===== src/rtl/cpu_isa_pkg.sv =====
// Shared ISA definitions for the 8-bit CPU: opcodes, one-hot op indices,
// condition codes, decode-stage states and jump resolution.
package cpu_isa_pkg;

    localparam logic [3:0] OPC_LOAD  = 4'b0000;
    localparam logic [3:0] OPC_AND   = 4'b0001;
    localparam logic [3:0] OPC_ADD   = 4'b0100;
    localparam logic [3:0] OPC_SUB   = 4'b0110;
    localparam logic [3:0] OPC_JUMP  = 4'b1000;
    localparam logic [3:0] OPC_JCOND = 4'b1001;
    localparam logic [3:0] OPC_IN    = 4'b1010;
    localparam logic [3:0] OPC_OUT   = 4'b1110;
    localparam logic [3:0] OPC_EXT   = 4'b1111;

    localparam int unsigned OP_W = 9;

    typedef enum logic [3:0] {
        OPI_LOAD    = 4'd0,
        OPI_AND     = 4'd1,
        OPI_ADD     = 4'd2,
        OPI_SUB     = 4'd3,
        OPI_JUMP    = 4'd4,
        OPI_JCOND   = 4'd5,
        OPI_IN      = 4'd6,
        OPI_OUT     = 4'd7,
        OPI_ILLEGAL = 4'd8
    } op_idx_e;

    localparam logic [1:0] COND_Z  = 2'b00;
    localparam logic [1:0] COND_NZ = 2'b01;
    localparam logic [1:0] COND_C  = 2'b10;
    localparam logic [1:0] COND_NC = 2'b11;

    typedef enum logic {
        ST_IDLE,
        ST_WAIT_OPND
    } dec_state_e;

    function automatic logic resolve_taken(input logic [OP_W-1:0] op,
                                           input logic [1:0]      cond,
                                           input logic            z,
                                           input logic            c);
        logic t;
        t = 1'b0;
        if (op[OPI_JUMP]) begin
            t = 1'b1;
        end else if (op[OPI_JCOND]) begin
            case (cond)
                COND_Z:  t = z;
                COND_NZ: t = !z;
                COND_C:  t = c;
                default: t = !c;
            endcase
        end
        return t;
    endfunction

endpackage


===== src/rtl/op_classify.sv =====
// Combinational opcode classifier: one-hot op vector (ILLEGAL for unknown
// opcodes and for the EXT prefix itself) plus an EXT-prefix flag.
module op_classify
    import cpu_isa_pkg::*;
(
    input  logic [3:0]      opcode,
    output logic [OP_W-1:0] op_onehot,
    output logic            is_ext
);

    always_comb begin
        op_onehot = '0;
        is_ext    = 1'b0;
        case (opcode)
            OPC_LOAD:  op_onehot[OPI_LOAD]  = 1'b1;
            OPC_AND:   op_onehot[OPI_AND]   = 1'b1;
            OPC_ADD:   op_onehot[OPI_ADD]   = 1'b1;
            OPC_SUB:   op_onehot[OPI_SUB]   = 1'b1;
            OPC_JUMP:  op_onehot[OPI_JUMP]  = 1'b1;
            OPC_JCOND: op_onehot[OPI_JCOND] = 1'b1;
            OPC_IN:    op_onehot[OPI_IN]    = 1'b1;
            OPC_OUT:   op_onehot[OPI_OUT]   = 1'b1;
            OPC_EXT: begin
                is_ext                  = 1'b1;
                op_onehot[OPI_ILLEGAL]  = 1'b1;
            end
            default:   op_onehot[OPI_ILLEGAL] = 1'b1;
        endcase
    end

endmodule


===== src/rtl/instr_decode_stage.sv =====
// Registered instruction decode stage: valid/ready in and out, one-hot op,
// immediate, condition and branch resolution, optional two-word EXT form.
module instr_decode_stage
    import cpu_isa_pkg::*;
#(
    parameter int unsigned DATA_W = 8,
    parameter bit          EXT_EN = 1'b1
) (
    input  logic              clk,
    input  logic              rst_n,
    input  logic              flush,
    input  logic              in_valid,
    output logic              in_ready,
    input  logic [DATA_W-1:0] in_word,
    input  logic              flag_z,
    input  logic              flag_c,
    output logic              out_valid,
    input  logic              out_ready,
    output logic [OP_W-1:0]   out_op,
    output logic [1:0]        out_cond,
    output logic              out_taken,
    output logic [DATA_W-1:0] out_imm,
    output logic              out_ext
);

    dec_state_e        state_q, state_d;
    logic [3:0]        inner_op_q, inner_op_d;
    logic [1:0]        inner_cond_q, inner_cond_d;

    logic              out_valid_d;
    logic [OP_W-1:0]   out_op_d;
    logic [1:0]        out_cond_d;
    logic              out_taken_d;
    logic [DATA_W-1:0] out_imm_d;
    logic              out_ext_d;

    logic              accept;
    logic [3:0]        word_opc;
    logic [3:0]        word_inner;
    logic [1:0]        short_cond;
    logic [DATA_W-1:0] short_imm;
    logic [1:0]        ext_cond_field;
    logic [3:0]        cls_opcode;
    logic [OP_W-1:0]   cls_onehot;
    logic              cls_is_ext;

    assign word_opc   = in_word[DATA_W-1 -: 4];
    assign word_inner = in_word[DATA_W-5 -: 4];
    assign short_cond = in_word[DATA_W-5 -: 2];
    assign short_imm  = DATA_W'(in_word[DATA_W-5:0]);

    // A prefix word only has room for condition bits past the inner opcode
    // when DATA_W >= 10; narrower words fall back to the Z condition.
    if (DATA_W >= 10) begin : g_ext_cond
        assign ext_cond_field = in_word[DATA_W-9 -: 2];
    end else begin : g_no_ext_cond
        assign ext_cond_field = COND_Z;
    end

    assign in_ready = rst_n && !flush && (!out_valid || out_ready);
    assign accept   = in_valid && in_ready;

    // One classifier serves both paths: the latched inner opcode while
    // waiting for an operand, the live opcode otherwise.
    assign cls_opcode = (state_q == ST_WAIT_OPND) ? inner_op_q : word_opc;

    op_classify u_op_classify (
        .opcode    (cls_opcode),
        .op_onehot (cls_onehot),
        .is_ext    (cls_is_ext)
    );

    always_comb begin
        state_d      = state_q;
        inner_op_d   = inner_op_q;
        inner_cond_d = inner_cond_q;
        out_valid_d  = out_valid;
        out_op_d     = out_op;
        out_cond_d   = out_cond;
        out_taken_d  = out_taken;
        out_imm_d    = out_imm;
        out_ext_d    = out_ext;

        if (flush) begin
            state_d     = ST_IDLE;
            out_valid_d = 1'b0;
        end else begin
            if (out_valid && out_ready) begin
                out_valid_d = 1'b0;
            end
            if (accept) begin
                if (state_q == ST_IDLE) begin
                    if (EXT_EN && cls_is_ext) begin
                        state_d      = ST_WAIT_OPND;
                        inner_op_d   = word_inner;
                        inner_cond_d = (word_inner == OPC_JCOND) ? ext_cond_field : COND_Z;
                    end else begin
                        out_valid_d = 1'b1;
                        out_op_d    = cls_onehot;
                        out_cond_d  = cls_onehot[OPI_JCOND] ? short_cond : COND_Z;
                        out_imm_d   = short_imm;
                        out_ext_d   = 1'b0;
                        out_taken_d = resolve_taken(cls_onehot, out_cond_d, flag_z, flag_c);
                    end
                end else begin
                    state_d     = ST_IDLE;
                    out_valid_d = 1'b1;
                    out_op_d    = cls_onehot;
                    out_cond_d  = inner_cond_q;
                    out_imm_d   = in_word;
                    out_ext_d   = 1'b1;
                    out_taken_d = resolve_taken(cls_onehot, inner_cond_q, flag_z, flag_c);
                end
            end
        end
    end

    always_ff @(posedge clk or negedge rst_n) begin
        if (!rst_n) begin
            state_q      <= ST_IDLE;
            inner_op_q   <= '0;
            inner_cond_q <= '0;
            out_valid    <= 1'b0;
            out_op       <= '0;
            out_cond     <= '0;
            out_taken    <= 1'b0;
            out_imm      <= '0;
            out_ext      <= 1'b0;
        end else begin
            state_q      <= state_d;
            inner_op_q   <= inner_op_d;
            inner_cond_q <= inner_cond_d;
            out_valid    <= out_valid_d;
            out_op       <= out_op_d;
            out_cond     <= out_cond_d;
            out_taken    <= out_taken_d;
            out_imm      <= out_imm_d;
            out_ext      <= out_ext_d;
        end
    end

endmodule

===== config.mk =====
export PLATFORM = sky130hd
export DESIGN_NAME = instr_decode_stage
export DESIGN_NICKNAME = d
export VERILOG_FILES = /design/src/rtl/cpu_isa_pkg.sv /design/src/rtl/op_classify.sv /design/src/rtl/instr_decode_stage.sv
export SDC_FILE = /design/constraint.sdc
export NUM_CORES = 1
export LEC_CHECK = 0
export CAP_MARGIN = 20
export CORE_AREA = 2 2 54 56
export DETAILED_ROUTE_END_ITERATION = 10
export DIE_AREA = 0 0 56 58
export PLACE_DENSITY = 0.89
export RECOVER_POWER = 50
export SLEW_MARGIN = 10
export SYNTH_ARGS = -nofsm -noshare
export SYNTH_HDL_FRONTEND = slang
export SYNTH_HIERARCHICAL = 1
export SYNTH_SLANG_ARGS = --single-unit

===== constraint.sdc =====
create_clock -name clk -period 6.4 [get_ports clk]
set_clock_uncertainty 0.1 [all_clocks]
set_input_delay 1.92 -clock clk [delete_from_list [all_inputs] [get_ports clk]]
set_output_delay 1.92 -clock clk [all_outputs]
set_load 0.02 [all_outputs]

# After elaboration in Yosys (flattened, before gate mapping)
# Cells that the tools add are included.
[classes] reduce_logical=15 n_eq_ne=11 n_bitwise=2 mux=36
[ops] op="$mux 1" n=27
[ops] op="$eq 4x4->1 const B" n=5
[ops] op="$mux 9" n=2
[ops] op="$mux 8" n=2
[ops] op="$eq 4x3->1 const B" n=2
[ops] op="$reduce_or 8->1" n=1
[ops] op="$mux 2" n=3
[ops] op="$eq 4x1->1 const B" n=1
[ops] op="$logic_and 1x1->1" n=4
[ops] op="$logic_not 1->1" n=4
[ops] op="$logic_not 4->1" n=1
[ops] op="$mux 4" n=1
[ops] op="$reduce_and 4->1" n=1
[ops] op="$pmux 1 s3" n=1
[ops] op="$reduce_and 3->1" n=1
[ops] op="$eq 2x1->1 const B" n=1
[ops] op="$eq 2x2->1 const B" n=1
[ops] op="$logic_not 2->1" n=1
[ops] op="$ne 2x2->1 const B" n=1
[ops] op="$not 1->1" n=2
[ops] op="$reduce_bool 2->1" n=1
[ops] op="$logic_or 1x1->1" n=1
[totals] out_inout_bits=23 inputBits=15 ff_bits=27 elab_cells=72

# Longest topological paths before layout
[logic_depth] word_depth=10 ltp_mapped=9 depth_no_buf=7

# Hierarchy
# Netlist, hierarchy kept.
[modules_own_cells] mod="instr_decode_stage" cells_per_inst=85 area_each_um2=1171.1 n_inst=1
[modules_own_cells] mod="op_classify" cells_per_inst=20 area_each_um2=96.3 n_inst=1

# Least setup slack after synthesis
# No wires, ideal clock.
[synth_timing] kind="input -> output" from="input out_ready" to="output in_ready" n_path_buf=0 cell_stages=2 t_arrival_ns=2.320 required_time_ns=4.380 slack_ns=2.060 cell_sequence="nand2b_1 > and2_1"
[synth_via] elab_chain_len=2
[synth_lines] element="from (decl)" line_no="instr_decode_stage.sv:18" text="input logic out_ready,"
[synth_lines] element="$logic_or 1x1->1" line_no="instr_decode_stage.sv:60" text="assign in_ready = rst_n && !flush && (!out_valid || out_ready);"
[synth_lines] element="$logic_and 1x1->1" line_no="instr_decode_stage.sv:60"
[synth_lines] element="to (decl)" line_no="instr_decode_stage.sv:13" text="output logic in_ready,"
# No other way between the ends.

# Final worst setup path
[layout_timing] from="input rst_n" to="output in_ready"
[layout_via] elab_chain_len=2
[layout_lines] element="from (decl)" line_no="instr_decode_stage.sv:10" text="input logic rst_n,"
[layout_lines] element="$logic_and 1x1->1 (2 in series)" line_no="instr_decode_stage.sv:60"
# No other way between the ends.

==> results.md <==
- CP required: 4.38 ns
- Most frequent cells in the layout: 27 x dfrtp_1, 26 x clkdlybuf4s50_1, 13 x mux2_2
- Remaining Overflow, GRT: 0
- Vias in the first global route: 960
- Initial antenna violation count: 0
- Die span in y: 58 microns
- Die width: 56 microns
- Fmax: 0.183 GHz
- Power, Total: 353 uW
- Cells after synthesis: 105
- Crit path cell chain: dlygate4sd3_1 -> nor2b_4 -> and2_1 -> clkdlybuf4s50_1
- DR WL/cell: 15.8 microns
- Tmin final: 5.46 ns
- # setup viols final: 0
- Layout Utilization: 63.2%
- Clock slew at reported path FFs: 0.14 ns
- Max Root-Sink Buffers: 2
- Hold crit path type: flip-flop to flip-flop
- Pleak: 0.000764 uW
- CTS Sinks: 27
- DRT Pass-1 Iters: 4
- Placed inst area: 1660 sq um
- Final antenna-violating net count: 0
- Area growth syn-to-layout: 32.8%
- Critical path type: input pin to primary output
- Initial DRC Count: 10
- Worst-Skew Late Latency: 0.32 ns
- CTS buffer count: 3
- Status: finished clean
- Via-per-instance ratio: 5.43
- Post-synthesis net count: 120
- Fin. max-slew vios: 0
- Worst Setup End Kind: primary output
- # rows: 19
- Root buffer selected by CTS: clkbuf_4
- Pre-CTS WS: 1.01 ns
- Starting Density: 47.6%
- DP HPWL: 2070 microns
- Routability cong.: 0.843
- Layout Nets: 159
- Synth Area per Inst: 12.1 sq um
- Synthesized flop and latch total: 27
- # port buffers: 37
- First-pass GRT wire length: 4480 microns
- DRC Markers: 0
- RSZ-0062 raised after global routing: false
- Final instance area: 1680 sq um
- Fin crit share: 85.3%
- Mapped cell area: 1270 sq um
- CP max-delay cell: dlygate4sd3_1
- Core ar.: 2660 sq um
- Layout cells sized above 1: 15.4%
- Logic pwr share: 24.3%
- Area of the die: 3250 sq um
- Yosys Warn Count: 6
- Total GRT Usage: 18.0%
- Seq pwr share: 55.1%
- Fin worst setup slack: 0.938 ns
- Num ports: 38
- Post-Route WL: 2750 microns
- Area occupied by multi-input gates: 568 sq um
- Antenna diodes: 0
- Register area: 676 sq um
- Int Pwr: 255 uW
- Pwr Density: 210 nW/um^2
- Commonest non-fill, non-tap cell in the layout: dfrtp_1
- CTS resizes: 0
- CP max stage delay: 0.60 ns
- Hold Buf Count CTS: 0
- Final Hold Viols: 0
- Slew @ Worst Pin: 1.39 ns
- Fillers: 242
- Slew HR: 7.34%
- Via count: 945
- Synth unique cells: 26
- Setup TNS: 0 ns
- H-tree levels: 1
- Startpoint Class: input pin
- Setup Fix Bufs, Post-CTS: 0
- Switching part of the total power: 27.8%
- Largest net degree at the start of global routing: 28
- NetSw: 98.1 uW
- Seq/Total Area, Yosys: 53.3%
- Clock share of power: 20.6%
- Max cap viols: 0
- WP data arrival: 3.44 ns
- Crit Path Max Fanout: 4
- CTS tree: yes
- Max rail drop VDD: 0.161 mV
power by group through the flow:
stage	combinational [uW]	clock, uW	sequential, uW
after floorplan	28.4	0	212
after global placement	87.4	0	197
after detailed placement	89.3	0	198
after CTS	89.8	75.5	195
after global routing	91.5	81.6	196
final	85.9	72.9	194
Yosys cell counts:
library cell / n / area (sq um)
nor3b_1: 1 / 7.51
nand4_2: 1 / 12.5
a21oi_1: 4 / 20.0
nand3b_1: 2 / 15.0
o21ai_0: 6 / 30.0
and3_1: 1 / 6.26
clkbuf_1: 2 / 7.51
dfrtp_1: 27 / 676
o211ai_1: 1 / 7.51
a22o_1: 4 / 35.0
buf_2: 1 / 5.00
nor2_1: 8 / 30.0
mux2_1: 5 / 56.3
nand2b_1: 8 / 50.1
buf_6: 1 / 11.3
nand3_1: 1 / 5.00
nor3_1: 3 / 15.0
mux2_4: 4 / 60.1
nor4_1: 1 / 6.26
o21bai_1: 1 / 7.51
or2_1: 1 / 6.26
nand2_1: 5 / 18.8
nor2b_1: 1 / 6.26
mux2_2: 13 / 146
nor2b_4: 1 / 13.8
and2_1: 2 / 12.5
through the flow:
stage | hold WS, ns | instances
floorplan | 0.376 | 105
global placement | 0.368 | 170
detailed placement | 0.380 | 170
CTS | 0.411 | 174
global route | 0.430 | 174
finish | 0.406 | 174
metal layers:
| layer | routed length, microns | global-route usage (%) | part of all wire [%] |
|---|---|---|---|
| met5 | 0 | 0 | 0 |
| met4 | 61 | 9.18 | 2.2 |
| met1 | 1160 | 22.9 | 42 |
| met3 | 88 | 2.23 | 3.2 |
| met2 | 1440 | 30.4 | 52 |
worst max-delay path, delay by kind of cell:
kind	cells	cell delay (ns)
buf+inv	2	1.19
simple gates	2	0.34
kinds of logic (layout without fill, tap and decap cells):
logic type / count (synthesis) / count (layout) / synth area share, %
AND/OR/NAND/NOR: 36 / 36 / 16.2
multiplexers: 22 / 22 / 20.7
buffers and inverters: 4 / 42 / 1.88
flip-flops: 27 / 27 / 53.3
AO/OA/AOI/OAI: 16 / 16 / 7.90
registers in the layout (all words and copies together), names as in the netlist:
register	count
out_taken	1
out_valid	1
state_q	1
out_cond	2
out_op	9
out_imm	8
out_ext	1
inner_op_q	4
layout make-up:
class                           count  area share, %
Clock buffer                        4           1.56
Multi-Input combinational cell     74           33.8
Timing Repair Buffer               38           22.2
Sequential cell                    27           40.1
Tap cell                           31           2.30
worst paths after layout:
path | from | slack [ns] | cells past startpoint | endpoint
max | rst_n | 0.94 | 4 | in_ready
min reg2reg | out_op[5] | 0.41 | 1 | out_op[5]
min | out_op[5] | 0.41 | 1 | out_op[5]
max reg2reg | state_q | 3.78 | 6 | out_op[3]
max in group asynchronous | rst_n | 2.97 | 2 | out_op[8]
min in group asynchronous | rst_n | 2.43 | 2 | out_op[2]
Power figures use the tool's default switching activity.
